===== src/rtl/nano_pkg.sv =====
// Shared definitions for the nano_rv32i core: the canonical NOP, the default
// boot address and the fetch FSM state encoding.
package nano_pkg;

  localparam logic [31:0] NOP_INSTR        = 32'h0000_0013;
  localparam logic [31:0] DEFAULT_RESET_PC = 32'h0000_0000;

  typedef enum logic [1:0] {
    REQ  = 2'd0,
    WAIT = 2'd1,
    OUT  = 2'd2
  } fetch_state_e;

endpackage


===== src/rtl/fetch_unit.sv =====
// Instruction fetch stage: owns the PC, issues one word-aligned request at a
// time over req/gnt/rvalid and presents the fetched word and its PC downstream.
module fetch_unit
  import nano_pkg::*;
#(
  parameter logic [31:0] RESET_PC = DEFAULT_RESET_PC
) (
  input  logic        clk_i,
  input  logic        rst_ni,
  output logic        imem_req_o,
  output logic [31:0] imem_addr_o,
  input  logic        imem_gnt_i,
  input  logic        imem_rvalid_i,
  input  logic [31:0] imem_rdata_i,
  input  logic        redirect_i,
  input  logic [31:0] redirect_pc_i,
  output logic [31:0] instr_o,
  output logic [31:0] pc_o,
  output logic        valid_o,
  input  logic        ready_i,
  output logic        misalign_o
);

  fetch_state_e state_q, state_d;
  logic [31:0]  pc_q, pc_d;
  logic [31:0]  instr_q, instr_d;
  logic [31:0]  pc_out_q, pc_out_d;
  logic         vld_q, vld_d;
  logic         discard_q, discard_d;
  logic         misalign_q, misalign_d;
  logic         started_q;
  logic         req_active;

  // The request is held off for the cycle right after reset release, so the
  // first request appears only after the first rising edge.
  assign req_active = (state_q == REQ) && started_q;

  always_ff @(posedge clk_i or negedge rst_ni) begin
    if (!rst_ni) begin
      state_q    <= REQ;
      pc_q       <= RESET_PC;
      instr_q    <= NOP_INSTR;
      pc_out_q   <= RESET_PC;
      vld_q      <= 1'b0;
      discard_q  <= 1'b0;
      misalign_q <= 1'b0;
      started_q  <= 1'b0;
    end else begin
      state_q    <= state_d;
      pc_q       <= pc_d;
      instr_q    <= instr_d;
      pc_out_q   <= pc_out_d;
      vld_q      <= vld_d;
      discard_q  <= discard_d;
      misalign_q <= misalign_d;
      started_q  <= 1'b1;
    end
  end

  always_comb begin
    state_d    = state_q;
    pc_d       = pc_q;
    instr_d    = instr_q;
    pc_out_d   = pc_out_q;
    vld_d      = vld_q;
    discard_d  = discard_q;
    misalign_d = 1'b0;

    if (redirect_i) begin
      pc_d       = {redirect_pc_i[31:2], 2'b00};
      vld_d      = 1'b0;
      instr_d    = NOP_INSTR;
      misalign_d = |redirect_pc_i[1:0];
      // A request already accepted by memory must have its response dropped.
      unique case (state_q)
        WAIT: begin
          if (imem_rvalid_i) begin
            discard_d = 1'b0;
            state_d   = REQ;
          end else begin
            discard_d = 1'b1;
            state_d   = WAIT;
          end
        end
        REQ: begin
          if (req_active && imem_gnt_i) begin
            discard_d = 1'b1;
            state_d   = WAIT;
          end else begin
            discard_d = 1'b0;
            state_d   = REQ;
          end
        end
        default: begin
          discard_d = 1'b0;
          state_d   = REQ;
        end
      endcase
    end else begin
      unique case (state_q)
        REQ: begin
          if (req_active && imem_gnt_i) state_d = WAIT;
        end
        WAIT: begin
          if (imem_rvalid_i) begin
            if (discard_q) begin
              discard_d = 1'b0;
              state_d   = REQ;
            end else begin
              instr_d  = imem_rdata_i;
              pc_out_d = pc_q;
              vld_d    = 1'b1;
              pc_d     = pc_q + 32'd4;
              state_d  = OUT;
            end
          end
        end
        OUT: begin
          if (vld_q && ready_i) begin
            vld_d   = 1'b0;
            state_d = REQ;
          end
        end
        default: state_d = REQ;
      endcase
    end
  end

  assign imem_req_o  = req_active;
  assign imem_addr_o = pc_q;
  assign instr_o     = instr_q;
  assign pc_o        = pc_out_q;
  assign valid_o     = vld_q;
  assign misalign_o  = misalign_q;

endmodule


===== config.mk =====
export PLATFORM = sky130hd
export DESIGN_NAME = fetch_unit
export DESIGN_NICKNAME = d
export VERILOG_FILES = /design/src/rtl/nano_pkg.sv /design/src/rtl/fetch_unit.sv
export SDC_FILE = /design/constraint.sdc
export NUM_CORES = 1
export LEC_CHECK = 0
export BUFFER_PORTS_ARGS = -buffer_cell sky130_fd_sc_hd__buf_2
export CAP_MARGIN = 10
export CORE_MARGIN = 1.5
export CORE_UTILIZATION = 40
export DETAILED_ROUTE_END_ITERATION = 8
export GPL_TIMING_DRIVEN = 0
export PLACE_DENSITY = 0.67
export SLEW_MARGIN = 20
export SYNTH_ARGS = -nofsm -noshare
export SYNTH_HDL_FRONTEND = slang
export SYNTH_SLANG_ARGS = --single-unit

===== constraint.sdc =====
create_clock -name clk_i -period 2.7 [get_ports clk_i]
set_input_delay 0.54 -clock clk_i [delete_from_list [all_inputs] [get_ports clk_i]]
set_output_delay 0.54 -clock clk_i [all_outputs]
set_load 0.02 [all_outputs]

Word-level counts from Yosys, hierarchy flattened
Index checks and enable logic that the tools add are counted.
Cells by class
  add/subtract/negate cells: 1
  multipliers: 0
  divide/modulo/power cells: 0
  magnitude comparators: 0
  equal/unequal tests: 7
  shift operators: 0
  muxes and demuxes: 29
  bitwise operators: 2
  reduce and logical (&&, ||, !) cells: 13
Operator list (count)
  $mux W32: 8
  $add A32 B3 Y32 const B: 1
  $mux W1: 12
  $mux W2: 5
  $ne A3 B3 Y1 const B: 3
  $reduce_and A4 Y1: 2
  $pmux W2 S3: 1
  $reduce_and A3 Y1: 2
  $pmux W1 S2: 2
  $pmux W2 S2: 1
  $reduce_bool A2 Y1: 2
  $logic_and A1 B1 Y1: 3
  $ne A3 B2 Y1 const B: 1
  $reduce_bool A3 Y1: 1
  $eq A2 B1 Y1 const B: 1
  $eq A2 B2 Y1 const B: 1
  $logic_not A2 Y1: 1
  $ne A2 B2 Y1 const B: 1
  $not A1 Y1: 2
  $reduce_and A2 Y1: 1
  $reduce_or A2 Y1: 1
Word-level totals
  register bits: 102
  latch bits: 0
  bits in writable memories: 0
  bits in read-only memories: 0
  bits of input ports: 70
  output and inout bits: 99
  logic and storage cells: 60
  memories: 0

Longest topological paths before layout
Gate-level depths: netlist of the first run.
  word-level depth: 6
  mapped depth: 8
  gate-level depth less buffers: 5

Worst setup path after synthesis of the first run
Ideal clock, no wire load.
  path type: input to register
  start point: input imem_rvalid_i
  end point: register pc_q[29] (netlist: imem_addr_o[29])
  setup time: 0.141 ns
  arrival: 2.061 ns
  required time: 2.559 ns
  slack: 0.497 ns
  stages on the path: 8
  path buffers: 4
  cell sequence: nand4bb_1 buf_2 or4_1 buf_2 buf_6 clkbuf_1 o31ai_1 a31oi_1
Between the ends
  word-level cells in the longest chain between the ends: 2
Ends and longest elaborated chain
  start, declared: RTL line fetch_unit.sv:13  | input logic imem_rvalid_i,
  $reduce_bool A2 Y1 (no line)
  $reduce_and A3 Y1 (no line)
  end signal, assigned: RTL line fetch_unit.sv:50  | pc_q <= pc_d;
  end, declared: RTL line fetch_unit.sv:25  | logic [31:0] pc_q, pc_d;
No other way between the ends.
A chain may end at the register's enable or synchronous reset.

Final worst setup path of the first run
  start point: register state_q[1]
  end point: register pc_q[31] (netlist: imem_addr_o[31])
Between the ends
  word-level cells in the longest chain between the ends: 3
Ends and longest elaborated chain
  start, declared: RTL line fetch_unit.sv:24  | fetch_state_e state_q, state_d;
  start signal, assigned: RTL line fetch_unit.sv:49  | state_q <= state_d;
  $eq A2 B1 Y1: RTL line fetch_unit.sv:100  | unique case (state_q)
  $reduce_bool A2 Y1 (no line)
  $reduce_and A3 Y1 (no line)
No other way between the ends.

==> impl_results.md, run 1 <==
- Synthesized instance count: 441
- FMAX: 394 MHz
- RR Endpoint: imem_addr_o[31]
- Final-report setup violation count: 0
- First-pass GRT wire length: 19,000 um
- Max Cap Viol: 0
- Hold Fails Final Rpt: 0
- #FFs+latches synth: 98
- # DRC: 0
- Leak pwr: 2.61 nW
- Crit Path Max Fanout: 10
- Initial antenna violation count: 0
- Crit path DAT: 2.77 ns
- Placed instance count: roughly 750
- Vias in the first global route: ~4,000
- Largest net degree at the start of global routing: 63
- Worst R2R Path Depth: 8
- Core area: 0.0108 mm2
- Placer Congestion: a little under 0.8
- Main flop type after synthesis: dfrtp_1
- # IOs: 169
- Later-pin clock latency in the skew report: approximately 0.36 ns
- Die ar.: 0.0117 mm2
- Post-route insts no fill: 765
- Min Clock Period, post-route: about 2.5 ns
- Pwr dens: 723 mW/mm2
- Avg Vias per Cell: 5.23
- R2R Setup Slk: 0.16 ns
- Setup TNS: 0 ns
- Routed Antenna Nets: 0
- YS warnings: 0
- Clock tree buffer depth: 2
- Status: completed
- Setup Fix Bufs, Post-CTS: 0
- Least-Margin Pin Slew: approximately 0.62 ns
- Horiz. Die Dim: ~110 um
- Peak VDD IR: 0.000360 V
- Cell Rows: 38
- N_diodes: 0
- Drt first pass iters: 4
- DP Wirelength: 8630 um
- Clock Pin Slew Worst Setup and Hold Paths: 0.10 ns
- Post-CTS Hold Buffers: 0
- Worst clock skew: 0.0126 ns
- RSZ-0062 raised after global routing: no
- Slew HR: between 50% and 60%
- CTS H-tree depth: 3
- Post-synth EDFFs: 0
- Cell variety after synth: 37
- Post-synth ARST share: 100%
- Tcrit/Tclk final: between 90 and 100%
- Initial DRC count: approximately 150
- WL final: 11,700 um
- Hold Crit Class: in2async
- Reg-to-Reg Start: state_q[1]
- Synth area leader: dfrtp_1
- CP endpoint kind: flip-flop
- Top post-synthesis cells by count: dfrtp_1, nand2_1, a21oi_1
- Register area share after synthesis: between 50% and 60%
- TritonCTS clock tree: built
- Grt ovf: 0
- CTS Sinks: 98
- Count leader, synth: dfrtp_1
- Mapped cell area: 0.00443 mm2
- Crit path launch type: flip-flop
- Layout area overhead: 27.9%
- Final nets: 691
- Initial Utilization: 40.9%
- Type of the worst setup path: reg2reg
- Fraction of layout cells with a size suffix above 1: 35.4%
- Num CTS Buffers: 9
- Slew Limit Fails: 0
- Mean routed wirelength per cell: 15.3 um
- Root buf cell: clkbuf_8
- Synth top area share: 53.7%
- Port Buf Inserts: 164
- WP data required: around 3 ns
- Via count: around 4,000
- GR Util All Layers: 20.7%
- Synth top area cells: dfrtp_1, mux2_2, nand2_1
- Die Span Y: 108 um
- Syn Area/Cell: approximately 10 um2
- Post-CTS Resized: 0
cell families (layout without fill, tap and decap cells):
kind of cell / after synthesis / after routing / share of synthesized area, %
fa+ha+maj: 1 / 1 / 0.282
buf+inv: 34 / 215 / 3.45
flops: 98 / 98 / 55.4
mux: 32 / 32 / 8.10
simple gates: 182 / 182 / 19.9
other cells: 2 / 5 / 0.170
compound gates: 83 / 83 / 10.9
xor+xnor: 9 / 9 / 1.78
where the power goes:
| part | leakage, nW | total, mW | switching, mW | internal, mW |
|---|---|---|---|---|
| Combinational | 1.30 | 1.19 | 0.716 | 0.477 |
| Sequential | 1.21 | 1.95 | 0.191 | 1.76 |
| Clock | 0.103 | 0.960 | 0.508 | 0.452 |
cells in the final DEF (no fill, tap or decap), drive strengths merged, types with 8 or more instances in the layout:
cell and n:
a31oi 17, buf 177, nand4 15, nor2 26, clkbuf 30, o21ai 16
o31ai 12, dfrtp 95, nand3 10, a21oi 32, or3 8, mux2 31
xor2 8, nand2 89, or4 14
sequential cells by signal, summed over array words and instances (netlist names):
signal and flops:
instr_o 32, valid_o 1, started_q 1, pc_o 30, state_q 2, misalign_o 1, discard_q 1, imem_addr_o 30
per-stage QoR:
step | power, mW | instance area [um2] | setup WS, ns | utilization (%) | hold slack, ns
after floorplan | 2.69 | 4440 | 0.497 | - | 0.244
after global placement | 3.14 | 5440 | 0.0926 | 50.2 | 0.474
after detailed placement | 3.18 | 5470 | 0.0873 | 50.5 | 0.464
after CTS | 4.13 | 5670 | 0.191 | 52.3 | 0.0700
after global routing | 4.32 | 5670 | 0.0317 | 52.3 | 0.0766
final | 4.10 | 5670 | 0.163 | 52.3 | 0.0623
worst max path at each step:
stage | from | to | slack [ns] | cells after the start
final | state_q[1] | imem_addr_o[31] | 0.16 | 8
after CTS | state_q[1] | imem_addr_o[26] | 0.19 | 8
after global routing | state_q[1] | imem_addr_o[26] | 0.03 | 8
after global placement | imem_rvalid_i | imem_addr_o[29] | 0.09 | 9
after floorplan | imem_rvalid_i | imem_addr_o[29] | 0.50 | 8
after detailed placement | imem_rvalid_i | imem_addr_o[26] | 0.09 | 9
routing by layer:
layer,track usage [%],routed length (um)
met5,0,0
met4,7.89,189
met3,5.49,855
met1,27.1,5240
met2,32.7,5450
area by class of cell:
type / instances / area (um2)
Clock buffer: 11 / 141
Timing Repair Buffer: 165 / 855
Fill cell: 1026 / 5170
Inverter: 3 / 11.3
Buffer: 31 / 141
Multi-Input combinational cell: 312 / 1830
Clock inverter: 5 / 53.8
Tap cell: 140 / 175
Sequential cell: 98 / 2460
critical path, stage by stage, from the launching register on:
cell       delay, ns
dfrtp_1         0.46
nand4bb_1       0.20
buf_2           0.20
or4_1           0.52
buf_2           0.19
buf_6           0.15
clkbuf_1        0.25
o31ai_1         0.31
o211ai_1        0.13
Note: power is estimated with default switching activity, not from simulation.
==> inputs of run 2 (changes only) <==
--- a/config.mk
+++ b/config.mk
@@ -9,7 +9,9 @@
 export CAP_MARGIN = 10
+export CELL_PAD_IN_SITES_DETAIL_PLACEMENT = 1
+export CELL_PAD_IN_SITES_GLOBAL_PLACEMENT = 1
 export CORE_MARGIN = 1.5
-export CORE_UTILIZATION = 40
+export CORE_UTILIZATION = 36
 export DETAILED_ROUTE_END_ITERATION = 8
 export GPL_TIMING_DRIVEN = 0
-export PLACE_DENSITY = 0.67
+export PLACE_DENSITY_LB_ADDON = 0.1
 export SLEW_MARGIN = 20
==> constraint.sdc (replaced) <==
create_clock -name clk_i -period 2.7 [get_ports clk_i]
set_input_delay 0.135 -clock clk_i [delete_from_list [all_inputs] [get_ports clk_i]]
set_output_delay 0.135 -clock clk_i [all_outputs]
set_load 0.02 [all_outputs]
==> run 2 against run 1 <==
- via count grew 1.3%
- non-clock buffer count grew 13
- first-iteration DRC count grew 22%
- global-route usage grew 0.80 points
- fmax shrank 3.0%
- clock-buffer cell count grew 1
- cell count grew 2.5%
- worst hold slack lost 0.049 ns
- clock power grew 35%
- sequential share of layout area shrank 1.7 points
- die area grew 11%
- combinational power is essentially flat
- critical path type unchanged
- critical endpoint unchanged
- largest cell class unchanged
- largest power group unchanged
- highest routed layer unchanged
==> impl_results.md, run 2 (synthesized netlist as in run 1, its figures left out) <==
- Status: completed
- Cell Rows: 40 (+5.3%)
- Crit path DAT: 2.83 ns (+0.06 ns)
- Most frequent cells in the layout: buf_2, dfrtp_1, nand2_1, a21oi_1, mux2_2
- Hold Fails Final Rpt: 0 (unchanged)
- Placer Congestion: 0.750 (-3.6%)
- Slew Limit Fails: 0 (unchanged)
- Clock Pin Slew Worst Setup and Hold Paths: 0.07 ns (-0.03 ns)
- Core area: 0.0120 mm2 (+11%)
- WP data required: 2.91 ns (-0.02 ns)
- Min Clock Period, post-route: 2.62 ns (+0.0789 ns)
- Crit-path max cell delay: 0.51 ns (about the same)
- Initial antenna violation count: 0 (unchanged)
- Final-report setup violation count: 0 (unchanged)
- Tcrit/Tclk final: 96.9% (+2.9 points)
- Switch Pwr: 1.48 mW (+4.4%)
- Placed instance count: 756 (+0.93%)
- Drt first pass iters: 4 (unchanged)
- Logic gate share of total power: 27.1% (-2.0 points)
- # DRC: 0 (unchanged)
- Clk pwr share: 29.1% (+5.7 points)
- Final nets: 704 (+1.9%)
- FMAX: 382 MHz (-3.0%)
- RSZ-0062 raised after global routing: yes
- Post-route insts no fill: 784 (+2.5%)
- Via count: 4,052 (+1.3%)
- Max Cap Viol: 0 (unchanged)
- Root buf cell: clkbuf_16
- Initial DRC count: 178 (+22%)
- Peak VDD IR: 0.000393 V (+8.9%)
- Least-Margin Pin Slew: 0.676 ns (+0.0606 ns)
- CTS Sinks: 98 (unchanged)
- Avg Vias per Cell: 5.17 (-1.2%)
- CP endpoint kind: flip-flop
- Die Span Y: 114 um (+5.3%)
- Routed Antenna Nets: 0 (unchanged)
- Leak pwr: 2.71 nW (+3.8%)
- Vias in the first global route: 4,150 (+3.3%)
- Pwr dens: 756 mW/mm2 (+4.6%)
- GR Util All Layers: 21.5% (+0.80 points)
- Slew HR: 54.9% (-4.0 points)
- Slowest-stage cell, CP: or4_1
- Overall power: 4.46 mW (+8.8%)
- Most common cell after layout, fill and taps aside: buf_2
- Number of flip-flops in the largest register: 32 (unchanged)
- CTS H-tree depth: 3 (unchanged)
- Register area: 0.00246 mm2 (unchanged)
- Flop pwr share: 43.8% (-3.7 points)
- Die ar.: 0.0130 mm2 (+11%)
- Port Buf Inserts: 164 (unchanged)
- Layout area overhead: 33.1%
- Crit path launch type: flip-flop
- Type of the worst setup path: reg2reg
- # IOs: 169 (unchanged)
- Initial Utilization: 36.9% (-4.0 points)
- Multi-input gate area: 0.00183 mm2 (unchanged)
- Worst path cell trace: nand4bb_1 > buf_2 > or4_1 > buf_2 > buf_6 > clkbuf_1 > o31ai_1 > o211ai_1
- DP Wirelength: 9510 um (+10%)
- Most common cell on crit path: buf_2
- Num CTS Buffers: 9 (unchanged)
- Hold Crit Class: in2reg
- Fraction of layout cells with a size suffix above 1: 34.5% (-0.82 points)
- Fillers: 1,457 (+42%)
- First-pass GRT wire length: 21,500 um (+13%)
- Grt ovf: 0 (unchanged)
- WL final: 13,200 um (+13%)
- Mean routed wirelength per cell: 16.9 um (+10%)
- Later-pin clock latency in the skew report: 0.35 ns (about the same)
- Crit Path Max Fanout: 10 (unchanged)
- N_diodes: 0 (unchanged)
- Worst clock skew: 0.00456 ns (-0.00805 ns)
- Switching Fraction: 33.1% (-1.4 points)
- Largest net degree at the start of global routing: 58 (-7.9%)
- Clock tree buffer depth: 2 (unchanged)
- Horiz. Die Dim: 114 um (+5.3%)
- TritonCTS clock tree: built
- Cell Int Power: 2.99 mW (+11%)
[run 2: metal layers]
metal / up-vias / global-route usage, % / part of all wire, %
met5: - / 0 / 0
met3: 16 / 5.26 / 6.0
met4: 0 / 9.08 / 1.9
met1: 1975 / 26.9 / 44
met2: 122 / 35.5 / 48
li1: 1939 / - / -
[run 2: worst max-delay path, delay by kind of cell, from the launching register on]
family	cells	cell delay, ns
flops	1	0.46
simple gates	2	0.72
compound gates	2	0.50
buf+inv	4	0.79
[run 2: worst paths after layout]
kind / from / to / slack [ns] / depth (start not counted)
min reg2reg: instr_o[0] / instr_o[0] / 0.49 / 2
min in group asynchronous: rst_ni / imem_addr_o[14] / 0.27 / 2
max in group asynchronous: rst_ni / pc_o[8] / 1.80 / 3
min: imem_rdata_i[18] / instr_o[18] / 0.01 / 3
max reg2reg: state_q[1] / imem_addr_o[31] / 0.08 / 8
max: state_q[1] / imem_addr_o[31] / 0.08 / 8
[run 2: area by class of cell]
cell class / instances / area share (%)
Buffer: 31 / 2.42
Sequential cell: 98 / 41.6
Tap cell: 147 / 3.12
Multi-Input combinational cell: 312 / 31.1
Inverter: 3 / 0.191
Clock inverter: 3 / 0.679
Timing Repair Buffer: 178 / 16.7
Clock buffer: 12 / 4.18
[run 2: metrics by stage]
| stage | cell area [um2] | utilization, % | setup slack, ns | hold WS (ns) | setup TNS, ns |
|---|---|---|---|---|---|
| finish | 5900 | 49.1 | 0.0841 | 0.0129 | 0 |
| global route | 5900 | 49.1 | -0.00126 | 0.0119 | -0.00126 |
| CTS | 5900 | 49.1 | 0.114 | 0.000337 | 0 |
| detailed placement | 5480 | 45.6 | 0.140 | 0.0823 | 0 |
| global placement | 5450 | 45.3 | 0.211 | 0.343 | 0 |
| floorplan | 4440 | - | 0.544 | -0.161 | 0 |
[run 2: repair_timing]
action | CTS | global route
hold endpoints to repair | 49 | 0
gates resized for setup | 0 | 1
hold buffers | 13 | 0
endpoints found under the setup margin | 0 | 8
buffers inserted | 0 | 0
[run 2: power groups by stage]
| stage | combinational, mW | sequential, mW | clock (mW) |
|---|---|---|---|
| finish | 1.21 | 1.95 | 1.30 |
| global route | 1.31 | 2.00 | 1.39 |
| CTS | 1.23 | 1.96 | 1.33 |
| detailed placement | 1.21 | 1.98 | 0 |
| global placement | 1.18 | 1.96 | 0 |
| floorplan | 0.376 | 2.31 | 0 |
